File: config.mk
export PLATFORM = sky130hd
export DESIGN_NAME = prt_riscv_cpu_wb_flat
export DESIGN_NICKNAME = d
export VERILOG_FILES = /design/src/rtl/prt_riscv_cpu_pkg.sv /design/src/rtl/prt_riscv_cpu_wb_if.sv /design/src/rtl/prt_riscv_cpu_wb_ldq.sv /design/src/rtl/prt_riscv_cpu_wb.sv /design/src/flat_wrapper.sv
export SDC_FILE = /design/constraint.sdc
export NUM_CORES = 1
export LEC_CHECK = 0
export ABC_AREA = 1
export BUFFER_PORTS_ARGS = -buffer_cell sky130_fd_sc_hd__buf_2
export CELL_PAD_IN_SITES_DETAIL_PLACEMENT = 1
export CELL_PAD_IN_SITES_GLOBAL_PLACEMENT = 2
export CORE_AREA = 10 10 119 121
export CTS_BUF_LIST = sky130_fd_sc_hd__clkbuf_4 sky130_fd_sc_hd__clkbuf_8 sky130_fd_sc_hd__clkbuf_16
export DETAILED_ROUTE_END_ITERATION = 6
export DIE_AREA = 0 0 129 131
export PLACE_DENSITY_LB_ADDON = 0.15
export SYNTH_ARGS = -nofsm -noshare
export SYNTH_HDL_FRONTEND = slang
export SYNTH_SLANG_ARGS = --single-unit
File: constraint.sdc
create_clock -name CLK_IN -period 2.5 [get_ports CLK_IN]
set_input_delay 0.125 -clock CLK_IN [delete_from_list [all_inputs] [get_ports CLK_IN]]
set_output_delay 0.125 -clock CLK_IN [all_outputs]
set_load 0.05 [all_outputs]
File: src/rtl/prt_riscv_cpu_pkg.sv
// Shared types for the CPU writeback slice.
//   P_IDX_DEF  : default register-index width
//   reg_idx_t  : architectural register index
//   wb_port_t  : one register-file write {wr, idx, dat}
//   idx_nonzero: true when an index names a writable register (x0 is hardwired)
package prt_riscv_cpu_pkg;

  localparam int unsigned P_IDX_DEF = 4;
  localparam int unsigned XLEN      = 32;

  typedef logic [P_IDX_DEF-1:0] reg_idx_t;

  typedef struct packed {
    logic            wr;
    reg_idx_t        idx;
    logic [XLEN-1:0] dat;
  } wb_port_t;

  function automatic logic idx_nonzero(reg_idx_t idx);
    return idx != '0;
  endfunction

endpackage

File: src/rtl/prt_riscv_cpu_wb_if.sv
// Bundle of every non-clock signal of the writeback/scoreboard stage.
//   master : the CPU side (ALU, load unit, issue stage); drives the *_IN signals
//   slave  : the writeback stage; drives the *_OUT signals
// Signal names keep the _IN/_OUT direction as seen from the writeback stage.
interface prt_riscv_cpu_wb_if
  import prt_riscv_cpu_pkg::*;
#(
  parameter int unsigned P_IDX = P_IDX_DEF
);

  // ALU result path
  logic             ALU_WR_IN;
  logic [P_IDX-1:0] ALU_IDX_IN;
  logic [31:0]      ALU_DAT_IN;
  // Load issue and response path
  logic             LD_ISSUE_IN;
  logic [P_IDX-1:0] LD_ISSUE_IDX_IN;
  logic             LD_ISSUE_RDY_OUT;
  logic             LD_VLD_IN;
  logic [31:0]      LD_DAT_IN;
  logic             LD_RDY_OUT;
  // Next-instruction hazard query
  logic [P_IDX-1:0] RS1_IDX_IN;
  logic [P_IDX-1:0] RS2_IDX_IN;
  logic [P_IDX-1:0] RD_IDX_IN;
  logic             HAZ_RS1_OUT;
  logic             HAZ_RS2_OUT;
  logic             HAZ_RD_OUT;
  // Register file write port
  logic             RD_WR_OUT;
  logic [P_IDX-1:0] RD_IDX_OUT;
  logic [31:0]      RD_DAT_OUT;
  logic             ERR_OUT;

  modport master (
    output ALU_WR_IN, ALU_IDX_IN, ALU_DAT_IN,
    output LD_ISSUE_IN, LD_ISSUE_IDX_IN, LD_VLD_IN, LD_DAT_IN,
    output RS1_IDX_IN, RS2_IDX_IN, RD_IDX_IN,
    input  LD_ISSUE_RDY_OUT, LD_RDY_OUT,
    input  HAZ_RS1_OUT, HAZ_RS2_OUT, HAZ_RD_OUT,
    input  RD_WR_OUT, RD_IDX_OUT, RD_DAT_OUT, ERR_OUT
  );

  modport slave (
    input  ALU_WR_IN, ALU_IDX_IN, ALU_DAT_IN,
    input  LD_ISSUE_IN, LD_ISSUE_IDX_IN, LD_VLD_IN, LD_DAT_IN,
    input  RS1_IDX_IN, RS2_IDX_IN, RD_IDX_IN,
    output LD_ISSUE_RDY_OUT, LD_RDY_OUT,
    output HAZ_RS1_OUT, HAZ_RS2_OUT, HAZ_RD_OUT,
    output RD_WR_OUT, RD_IDX_OUT, RD_DAT_OUT, ERR_OUT
  );

endinterface

File: src/rtl/prt_riscv_cpu_wb_ldq.sv
// In-order queue of destination indices of outstanding loads.
//   clk_i, rst_i            : clock, asynchronous active-high reset (empties queue)
//   push_i, push_idx_i      : enqueue an index (ignored when full)
//   pop_i                   : retire the head (ignored when empty)
//   rdy_o                   : count < P_LDQ, from the registered count only
//   empty_o, head_idx_o     : queue state and oldest index
//   rs1/rs2/rd_idx_i        : indices to compare against every valid entry
//   rs1/rs2/rd_match_o      : any valid entry equals the index (head included)
module prt_riscv_cpu_wb_ldq
  import prt_riscv_cpu_pkg::*;
#(
  parameter int unsigned P_IDX = P_IDX_DEF,
  parameter int unsigned P_LDQ = 2
) (
  input  logic             clk_i,
  input  logic             rst_i,
  input  logic             push_i,
  input  logic [P_IDX-1:0] push_idx_i,
  input  logic             pop_i,
  output logic             rdy_o,
  output logic             empty_o,
  output logic [P_IDX-1:0] head_idx_o,
  input  logic [P_IDX-1:0] rs1_idx_i,
  input  logic [P_IDX-1:0] rs2_idx_i,
  input  logic [P_IDX-1:0] rd_idx_i,
  output logic             rs1_match_o,
  output logic             rs2_match_o,
  output logic             rd_match_o
);

  // A depth of one still gets a 1-bit pointer that never leaves zero.
  localparam int unsigned PtrW = (P_LDQ > 1) ? $clog2(P_LDQ) : 1;
  localparam int unsigned CntW = $clog2(P_LDQ) + 1;

  logic [P_IDX-1:0] idx_q [P_LDQ];
  logic [P_IDX-1:0] idx_d [P_LDQ];
  logic [P_LDQ-1:0] vld_q, vld_d;
  logic [PtrW-1:0]  wr_ptr_q, wr_ptr_d;
  logic [PtrW-1:0]  rd_ptr_q, rd_ptr_d;
  logic [CntW-1:0]  cnt_q, cnt_d;
  logic             push_ok, pop_ok;

  function automatic logic [PtrW-1:0] ptr_inc(logic [PtrW-1:0] p);
    if (32'(p) == P_LDQ - 1) return '0;
    return p + 1'b1;
  endfunction

  // Readiness comes from the registered count, so a same-cycle pop never frees a slot.
  assign rdy_o      = 32'(cnt_q) < P_LDQ;
  assign empty_o    = cnt_q == '0;
  assign head_idx_o = idx_q[rd_ptr_q];
  assign push_ok    = push_i & rdy_o;
  assign pop_ok     = pop_i & ~empty_o;

  always_comb begin
    idx_d    = idx_q;
    vld_d    = vld_q;
    wr_ptr_d = wr_ptr_q;
    rd_ptr_d = rd_ptr_q;
    cnt_d    = cnt_q;
    // Pop clears first: when both fire the queue is neither full nor empty, so slots differ.
    if (pop_ok) begin
      vld_d[rd_ptr_q] = 1'b0;
      rd_ptr_d        = ptr_inc(rd_ptr_q);
    end
    if (push_ok) begin
      idx_d[wr_ptr_q] = push_idx_i;
      vld_d[wr_ptr_q] = 1'b1;
      wr_ptr_d        = ptr_inc(wr_ptr_q);
    end
    if (push_ok && !pop_ok) begin
      cnt_d = cnt_q + 1'b1;
    end else if (pop_ok && !push_ok) begin
      cnt_d = cnt_q - 1'b1;
    end
  end

  always_comb begin
    rs1_match_o = 1'b0;
    rs2_match_o = 1'b0;
    rd_match_o  = 1'b0;
    for (int i = 0; i < P_LDQ; i++) begin
      rs1_match_o = rs1_match_o | (vld_q[i] & (idx_q[i] == rs1_idx_i));
      rs2_match_o = rs2_match_o | (vld_q[i] & (idx_q[i] == rs2_idx_i));
      rd_match_o  = rd_match_o  | (vld_q[i] & (idx_q[i] == rd_idx_i));
    end
  end

  always_ff @(posedge clk_i or posedge rst_i) begin
    if (rst_i) begin
      for (int i = 0; i < P_LDQ; i++) begin
        idx_q[i] <= '0;
      end
      vld_q    <= '0;
      wr_ptr_q <= '0;
      rd_ptr_q <= '0;
      cnt_q    <= '0;
    end else begin
      idx_q    <= idx_d;
      vld_q    <= vld_d;
      wr_ptr_q <= wr_ptr_d;
      rd_ptr_q <= rd_ptr_d;
      cnt_q    <= cnt_d;
    end
  end

endmodule

File: src/rtl/prt_riscv_cpu_wb.sv
// Writeback/scoreboard stage driving the register-file write port.
//   CLK_IN, RST_IN : clock, asynchronous active-high reset
//   wb_if (slave)  : ALU results, load issue/response, hazard query, RF write port, error
// One registered write per cycle: ALU results take priority, load responses wait.
// Outstanding load destinations sit in an in-order queue used for RAW/WAW hazard flags.
// P_IDX must equal the package P_IDX_DEF since the write register uses wb_port_t.
module prt_riscv_cpu_wb
  import prt_riscv_cpu_pkg::*;
#(
  parameter int unsigned P_REGS = 16,
  parameter int unsigned P_IDX  = P_IDX_DEF,
  parameter int unsigned P_LDQ  = 2
) (
  input  logic              CLK_IN,
  input  logic              RST_IN,
  prt_riscv_cpu_wb_if.slave wb_if
);

  wb_port_t         wb_q, wb_d;
  logic             err_q, err_d;
  logic             issue_rdy, q_empty, push, ld_rdy;
  logic [P_IDX-1:0] head_idx;
  logic             rs1_match, rs2_match, rd_match;

  // Writable register: not x0, and inside the architectural file.
  function automatic logic idx_live(logic [P_IDX-1:0] idx);
    return idx_nonzero(idx) && (32'(idx) < P_REGS);
  endfunction

  // Hazard: load still owed to idx, or a write to idx sits in the output register.
  function automatic logic haz(logic [P_IDX-1:0] idx, logic q_match);
    return idx_live(idx) && (q_match || (wb_q.wr && (wb_q.idx == idx)));
  endfunction

  assign push   = wb_if.LD_ISSUE_IN & issue_rdy;
  assign ld_rdy = wb_if.LD_VLD_IN & ~wb_if.ALU_WR_IN & ~q_empty;

  prt_riscv_cpu_wb_ldq #(
    .P_IDX(P_IDX),
    .P_LDQ(P_LDQ)
  ) u_ldq (
    .clk_i      (CLK_IN),
    .rst_i      (RST_IN),
    .push_i     (push),
    .push_idx_i (wb_if.LD_ISSUE_IDX_IN),
    .pop_i      (ld_rdy),
    .rdy_o      (issue_rdy),
    .empty_o    (q_empty),
    .head_idx_o (head_idx),
    .rs1_idx_i  (wb_if.RS1_IDX_IN),
    .rs2_idx_i  (wb_if.RS2_IDX_IN),
    .rd_idx_i   (wb_if.RD_IDX_IN),
    .rs1_match_o(rs1_match),
    .rs2_match_o(rs2_match),
    .rd_match_o (rd_match)
  );

  always_comb begin
    wb_d    = wb_q;
    wb_d.wr = 1'b0;
    if (wb_if.ALU_WR_IN) begin
      wb_d.wr  = idx_live(wb_if.ALU_IDX_IN);
      wb_d.idx = wb_if.ALU_IDX_IN;
      wb_d.dat = wb_if.ALU_DAT_IN;
    end else if (ld_rdy) begin
      // Loads to x0 still retire here to keep ordering, but write nothing.
      wb_d.wr  = idx_live(head_idx);
      wb_d.idx = head_idx;
      wb_d.dat = wb_if.LD_DAT_IN;
    end
  end

  always_comb begin
    err_d = err_q;
    if (wb_if.LD_ISSUE_IN && !issue_rdy) err_d = 1'b1;
    if (wb_if.LD_VLD_IN && q_empty)      err_d = 1'b1;
  end

  always_ff @(posedge CLK_IN or posedge RST_IN) begin
    if (RST_IN) begin
      wb_q  <= '0;
      err_q <= 1'b0;
    end else begin
      wb_q  <= wb_d;
      err_q <= err_d;
    end
  end

  assign wb_if.LD_ISSUE_RDY_OUT = issue_rdy;
  assign wb_if.LD_RDY_OUT       = ld_rdy;
  assign wb_if.HAZ_RS1_OUT      = haz(wb_if.RS1_IDX_IN, rs1_match);
  assign wb_if.HAZ_RS2_OUT      = haz(wb_if.RS2_IDX_IN, rs2_match);
  assign wb_if.HAZ_RD_OUT       = haz(wb_if.RD_IDX_IN, rd_match);
  assign wb_if.RD_WR_OUT        = wb_q.wr;
  assign wb_if.RD_IDX_OUT       = wb_q.idx;
  assign wb_if.RD_DAT_OUT       = wb_q.dat;
  assign wb_if.ERR_OUT          = err_q;

endmodule

File: src/flat_wrapper.sv
// flat-port wrapper written by rule: the top's interface ports become plain ports
module prt_riscv_cpu_wb_flat import prt_riscv_cpu_pkg::*;
#(
  parameter int unsigned P_REGS = 16,
  parameter int unsigned P_IDX  = P_IDX_DEF,
  parameter int unsigned P_LDQ  = 2
)
  (CLK_IN, RST_IN, wb_if_ALU_WR_IN, wb_if_ALU_IDX_IN, wb_if_ALU_DAT_IN, wb_if_LD_ISSUE_IN, wb_if_LD_ISSUE_IDX_IN, wb_if_LD_VLD_IN, wb_if_LD_DAT_IN, wb_if_RS1_IDX_IN, wb_if_RS2_IDX_IN, wb_if_RD_IDX_IN, wb_if_LD_ISSUE_RDY_OUT, wb_if_LD_RDY_OUT, wb_if_HAZ_RS1_OUT, wb_if_HAZ_RS2_OUT, wb_if_HAZ_RD_OUT, wb_if_RD_WR_OUT, wb_if_RD_IDX_OUT, wb_if_RD_DAT_OUT, wb_if_ERR_OUT);
  prt_riscv_cpu_wb_if #(.P_IDX(P_IDX)) wb_if_i ();
  input  logic CLK_IN;
  input  logic RST_IN;
  input wire logic [$bits(wb_if_i.ALU_WR_IN)-1:0] wb_if_ALU_WR_IN;
  input wire logic [$bits(wb_if_i.ALU_IDX_IN)-1:0] wb_if_ALU_IDX_IN;
  input wire logic [$bits(wb_if_i.ALU_DAT_IN)-1:0] wb_if_ALU_DAT_IN;
  input wire logic [$bits(wb_if_i.LD_ISSUE_IN)-1:0] wb_if_LD_ISSUE_IN;
  input wire logic [$bits(wb_if_i.LD_ISSUE_IDX_IN)-1:0] wb_if_LD_ISSUE_IDX_IN;
  input wire logic [$bits(wb_if_i.LD_VLD_IN)-1:0] wb_if_LD_VLD_IN;
  input wire logic [$bits(wb_if_i.LD_DAT_IN)-1:0] wb_if_LD_DAT_IN;
  input wire logic [$bits(wb_if_i.RS1_IDX_IN)-1:0] wb_if_RS1_IDX_IN;
  input wire logic [$bits(wb_if_i.RS2_IDX_IN)-1:0] wb_if_RS2_IDX_IN;
  input wire logic [$bits(wb_if_i.RD_IDX_IN)-1:0] wb_if_RD_IDX_IN;
  output wire logic [$bits(wb_if_i.LD_ISSUE_RDY_OUT)-1:0] wb_if_LD_ISSUE_RDY_OUT;
  output wire logic [$bits(wb_if_i.LD_RDY_OUT)-1:0] wb_if_LD_RDY_OUT;
  output wire logic [$bits(wb_if_i.HAZ_RS1_OUT)-1:0] wb_if_HAZ_RS1_OUT;
  output wire logic [$bits(wb_if_i.HAZ_RS2_OUT)-1:0] wb_if_HAZ_RS2_OUT;
  output wire logic [$bits(wb_if_i.HAZ_RD_OUT)-1:0] wb_if_HAZ_RD_OUT;
  output wire logic [$bits(wb_if_i.RD_WR_OUT)-1:0] wb_if_RD_WR_OUT;
  output wire logic [$bits(wb_if_i.RD_IDX_OUT)-1:0] wb_if_RD_IDX_OUT;
  output wire logic [$bits(wb_if_i.RD_DAT_OUT)-1:0] wb_if_RD_DAT_OUT;
  output wire logic [$bits(wb_if_i.ERR_OUT)-1:0] wb_if_ERR_OUT;
  assign wb_if_i.ALU_WR_IN = wb_if_ALU_WR_IN;
  assign wb_if_i.ALU_IDX_IN = wb_if_ALU_IDX_IN;
  assign wb_if_i.ALU_DAT_IN = wb_if_ALU_DAT_IN;
  assign wb_if_i.LD_ISSUE_IN = wb_if_LD_ISSUE_IN;
  assign wb_if_i.LD_ISSUE_IDX_IN = wb_if_LD_ISSUE_IDX_IN;
  assign wb_if_i.LD_VLD_IN = wb_if_LD_VLD_IN;
  assign wb_if_i.LD_DAT_IN = wb_if_LD_DAT_IN;
  assign wb_if_i.RS1_IDX_IN = wb_if_RS1_IDX_IN;
  assign wb_if_i.RS2_IDX_IN = wb_if_RS2_IDX_IN;
  assign wb_if_i.RD_IDX_IN = wb_if_RD_IDX_IN;
  assign wb_if_LD_ISSUE_RDY_OUT = wb_if_i.LD_ISSUE_RDY_OUT;
  assign wb_if_LD_RDY_OUT = wb_if_i.LD_RDY_OUT;
  assign wb_if_HAZ_RS1_OUT = wb_if_i.HAZ_RS1_OUT;
  assign wb_if_HAZ_RS2_OUT = wb_if_i.HAZ_RS2_OUT;
  assign wb_if_HAZ_RD_OUT = wb_if_i.HAZ_RD_OUT;
  assign wb_if_RD_WR_OUT = wb_if_i.RD_WR_OUT;
  assign wb_if_RD_IDX_OUT = wb_if_i.RD_IDX_OUT;
  assign wb_if_RD_DAT_OUT = wb_if_i.RD_DAT_OUT;
  assign wb_if_ERR_OUT = wb_if_i.ERR_OUT;
  prt_riscv_cpu_wb #(.P_REGS(P_REGS), .P_IDX(P_IDX), .P_LDQ(P_LDQ)) u_core (.CLK_IN(CLK_IN), .RST_IN(RST_IN), .wb_if(wb_if_i));
endmodule
==> results_dict.tcl <==
set metrics [dict create \
    cts_hold_buffers 1 \
    synth_top_cell_by_area "sky130_fd_sc_hd__dfrtp_1" \
    power.switching_mw 1.81 \
    num_io_pins 132 \
    async_reset_ff_frac 1.00 \
    cts.root.buffer_cell "sky130_fd_sc_hd__clkbuf_16" \
    routed_wl_um 11000 \
    postSynthCellCount 421 \
    route.vias.total 3061 \
    clkPwrFrac 0.193 \
    final.setup.tns_ps 0 \
    critical_path_class "reg2out" \
    viasPerCell 4.40 \
    report.power.total_mw 3.76 \
    core_region_area_um2 11800 \
    vias_in_the_first_global_route 3423 \
    r2r_start "u_core.u_ldq.cnt_q[0]" \
    fin_hold_ws_ps 44.8 \
    chipHeight_um 131 \
    report.final.hold_viol_count 0 \
    postSynthNetCount 511 \
    share_of_total_power_consumed_by_net_switching 0.481 \
    die_area_um2 16900 \
    seq_power_share 0.362 \
    clock_latency_reported_for_the_late_side_of_the_worst_skew_pair_ps 290 \
    cp_data_arrival_time_ps 1720 \
    finalInstanceArea_um2 3850 \
    syn_to_layout_area_delta_pct 32.5 \
    reg2reg_setup_slack_ps 970 \
    critPathMaxStageDelay_ps 390 \
    fmaxAchievable_ghz 0.542 \
    max_cap_viol_count 0 \
    ys_ff_latch 52 \
    worst_setup_path_endpoint "wb_if_LD_RDY_OUT" \
    layout-drive-gt1-share 0.273 \
    final.setup_skew_ps 4.62 \
    timing.critical_path.cells "inv_2, nand2_1, nand2_2, nor2_4, buf_4, buf_2" \
    synth_top_cells_by_count "sky130_fd_sc_hd__nand2_1, sky130_fd_sc_hd__dfrtp_1, sky130_fd_sc_hd__nand3_1, sky130_fd_sc_hd__inv_1, sky130_fd_sc_hd__nor2_1" \
    syn_area_per_cell_um2 6.90 \
    maximum_resistive_drop_on_vdd_mv 0.312 \
    crit_path_max_fanout 39 \
    post_synth_num_cell_types 21 \
    cp_data_required_time_ps 2380 \
    seq_area_frac_synth 0.448 \
    fin_nets 638 \
    worst_r2r_path_depth 9 \
    core.rowCount 40 \
    grt_first_pass_wirelength_um 17700 \
    avgRoutedWirePerCell_um 15.9 \
    clock_tree.htree_level_count 2 \
    clock_tree.buffer_depth 2 \
    cts.reportedPaths.clkPinSlew_ps 70 \
    gr-usage-all-layers 0.132 \
    slew_headroom 0.598 \
    timing.final.setup_violations 0 \
    place.detailed.hpwl_um 8720 \
    power.leakage_nw 2.15 \
    synth_warnings 0 \
    yosys-top-cells-area "sky130_fd_sc_hd__dfrtp_1, sky130_fd_sc_hd__nand2_1, sky130_fd_sc_hd__nand3_1, sky130_fd_sc_hd__inv_1, sky130_fd_sc_hd__nor2_1" \
    cts_setup_buffers 0 \
    start_util 0.246 \
    global_route.overflow_total 0 \
    cts_repair_resize_count 0 \
    outcome "complete, no violations" \
    port-buffer-count 131 \
    cp-startpoint "u_core.u_ldq.cnt_q[0]" \
    cellInternalPower_mw 1.95 \
    remaining_antenna_violation_count_after_routing 0 \
    dr.pass1.iters 4 \
    rsz_0062_raised_after_global_routing "false" \
    synth-main-ff-cell "sky130_fd_sc_hd__dfrtp_1" \
    clkSinkCount 52 \
    synth_most_common_cell "sky130_fd_sc_hd__nand2_1" \
    worstMarginPinSlew_ps 603 \
    cts_tree "built" \
    timing.rr.end "u_core.u_ldq.cnt_q[1]" \
    placedInstanceArea_um2 3680 \
    synth.cell_area_um2 2900 \
    grt_antenna_before_repair 1 \
    synth_top_cell_area_share 0.448 \
    combPwrFrac 0.445 \
    die_w_um 129 \
    drt_iter0_markers 88 \
    final_wtd_congestion 0.834 \
    antenna_cells_inserted 0 \
    critPathCaptureType "output pin" \
    cts_made_buffers 5 \
    synth-edff-count 0 \
    post-route-drc-count 0 \
    cellPowerDensity_nw_per_um2 977 \
    final_period_minus_worst_setup_slack_ps 1850 \
    grt_max_degree 40 \
    timing_max_transition_violations_final 0 \
    critical_path_startpoint_category "flop" \
    min-delay-path-class "in2reg" \
    worst_path_max_delay_cell "sky130_fd_sc_hd__buf_4" \
    layout_worst_path_cycle_share 0.738 \
]
per-stage QoR:
stage	std cells	setup slack (ps)	util
2_1_floorplan	421	770	-
3_3_place_gp	687	969	0.312
3_5_place_dp	687	942	0.312
4_1_cts	696	613	0.326
5_1_grt	696	482	0.326
6_report	696	654	0.326
flip-flops by register name (all words and copies together), names as in the netlist:
signal	cells
u_core.wb_if.ERR_OUT	1
u_core.u_ldq.rd_ptr_q	1
u_core.wb_if.RD_IDX_OUT	4
u_core.u_ldq.wr_ptr_q	1
u_core.u_ldq.vld_q	2
u_core.u_ldq.cnt_q	2
u_core.wb_if.RD_DAT_OUT	32
u_core.u_ldq.idx_q	8
u_core.wb_if.RD_WR_OUT	1
layout make-up:
class / count / area, um^2
multi-input combinational: 318 / 1370
clock buffer: 7 / 146
timing repair buffer: 135 / 701
clock inverter: 1 / 7.51
sequential: 52 / 1300
fill: 1537 / 7960
tap: 147 / 184
inverter: 36 / 135
power groups by stage:
| stage | sequential [mW] | clock (mW) | combinational (mW) |
|---|---|---|---|
| after floorplan | 1.66 | 0 | 0.890 |
| after global placement | 1.37 | 0 | 1.69 |
| after detailed placement | 1.39 | 0 | 1.71 |
| after CTS | 1.37 | 0.755 | 1.72 |
| after global routing | 1.41 | 0.791 | 1.89 |
| final | 1.36 | 0.726 | 1.67 |
per-layer routing:
| metal | vias to the layer above | share of wire | track usage |
|---|---|---|---|
| met2 | 81 | 0.49 | 0.225 |
| met1 | 1413 | 0.42 | 0.155 |
| met4 | 2 | 0.0077 | 0.0281 |
| li1 | 1555 | - | - |
| met3 | 10 | 0.081 | 0.0516 |
| met5 | - | 0.0018 | 0 |
cell families after synthesis:
logic type               count (synthesis)  share of synthesized area
buffers and inverters                   51                     0.0793
flip-flops                              52                      0.448
AO/OA/AOI/OAI                           26                     0.0491
AND/OR/NAND/NOR                        283                      0.395
XOR/XNOR                                 8                     0.0241
adder cells (fa/ha/maj)                  1                    0.00431
worst min path at each step:
stage | startpoint | endpoint | cells after the start
after CTS | wb_if_ALU_DAT_IN[21] | u_core.wb_if.RD_DAT_OUT[21] | 3
after global placement | RST_IN | u_core.wb_if.RD_DAT_OUT[25] | 2
after global routing | wb_if_LD_DAT_IN[27] | u_core.wb_if.RD_DAT_OUT[27] | 3
after detailed placement | RST_IN | u_core.wb_if.RD_DAT_OUT[25] | 2
after floorplan | wb_if_LD_ISSUE_IN | u_core.wb_if.ERR_OUT | 2
final | wb_if_ALU_DAT_IN[21] | u_core.wb_if.RD_DAT_OUT[21] | 3
worst max-delay path: cells and delay by family, from the launching register on:
kind | cells | cell delay (ps)
flops | 1 | 380
buf+inv | 3 | 800
simple gates | 3 | 240
layout by cell type, fill, tap and decap left out:
cell type	Yosys	routed
sky130_fd_sc_hd__dfrtp_1	52	52
sky130_fd_sc_hd__clkbuf_16	0	5
sky130_fd_sc_hd__o21ai_1	5	5
sky130_fd_sc_hd__inv_2	4	5
sky130_fd_sc_hd__nand3_1	46	46
sky130_fd_sc_hd__buf_12	0	1
sky130_fd_sc_hd__nand2_1	200	200
sky130_fd_sc_hd__o21ai_0	14	14
sky130_fd_sc_hd__a21oi_1	2	2
sky130_fd_sc_hd__buf_4	1	2
sky130_fd_sc_hd__inv_1	32	31
sky130_fd_sc_hd__nor2_1	28	28
sky130_fd_sc_hd__xnor2_1	7	7
sky130_fd_sc_hd__xor2_1	1	1
sky130_fd_sc_hd__clkinvlp_4	0	1
sky130_fd_sc_hd__nand4_1	4	4
sky130_fd_sc_hd__nor2_4	1	1
sky130_fd_sc_hd__o211ai_1	5	5
sky130_fd_sc_hd__ha_1	1	1
sky130_fd_sc_hd__nand2_2	2	2
sky130_fd_sc_hd__clkbuf_4	0	1
sky130_fd_sc_hd__clkbuf_8	0	1
sky130_fd_sc_hd__dlygate4sd3_1	0	1
sky130_fd_sc_hd__buf_2	4	131
sky130_fd_sc_hd__or2_0	2	2
No activity file was read; power rests on OpenSTA's default activity.
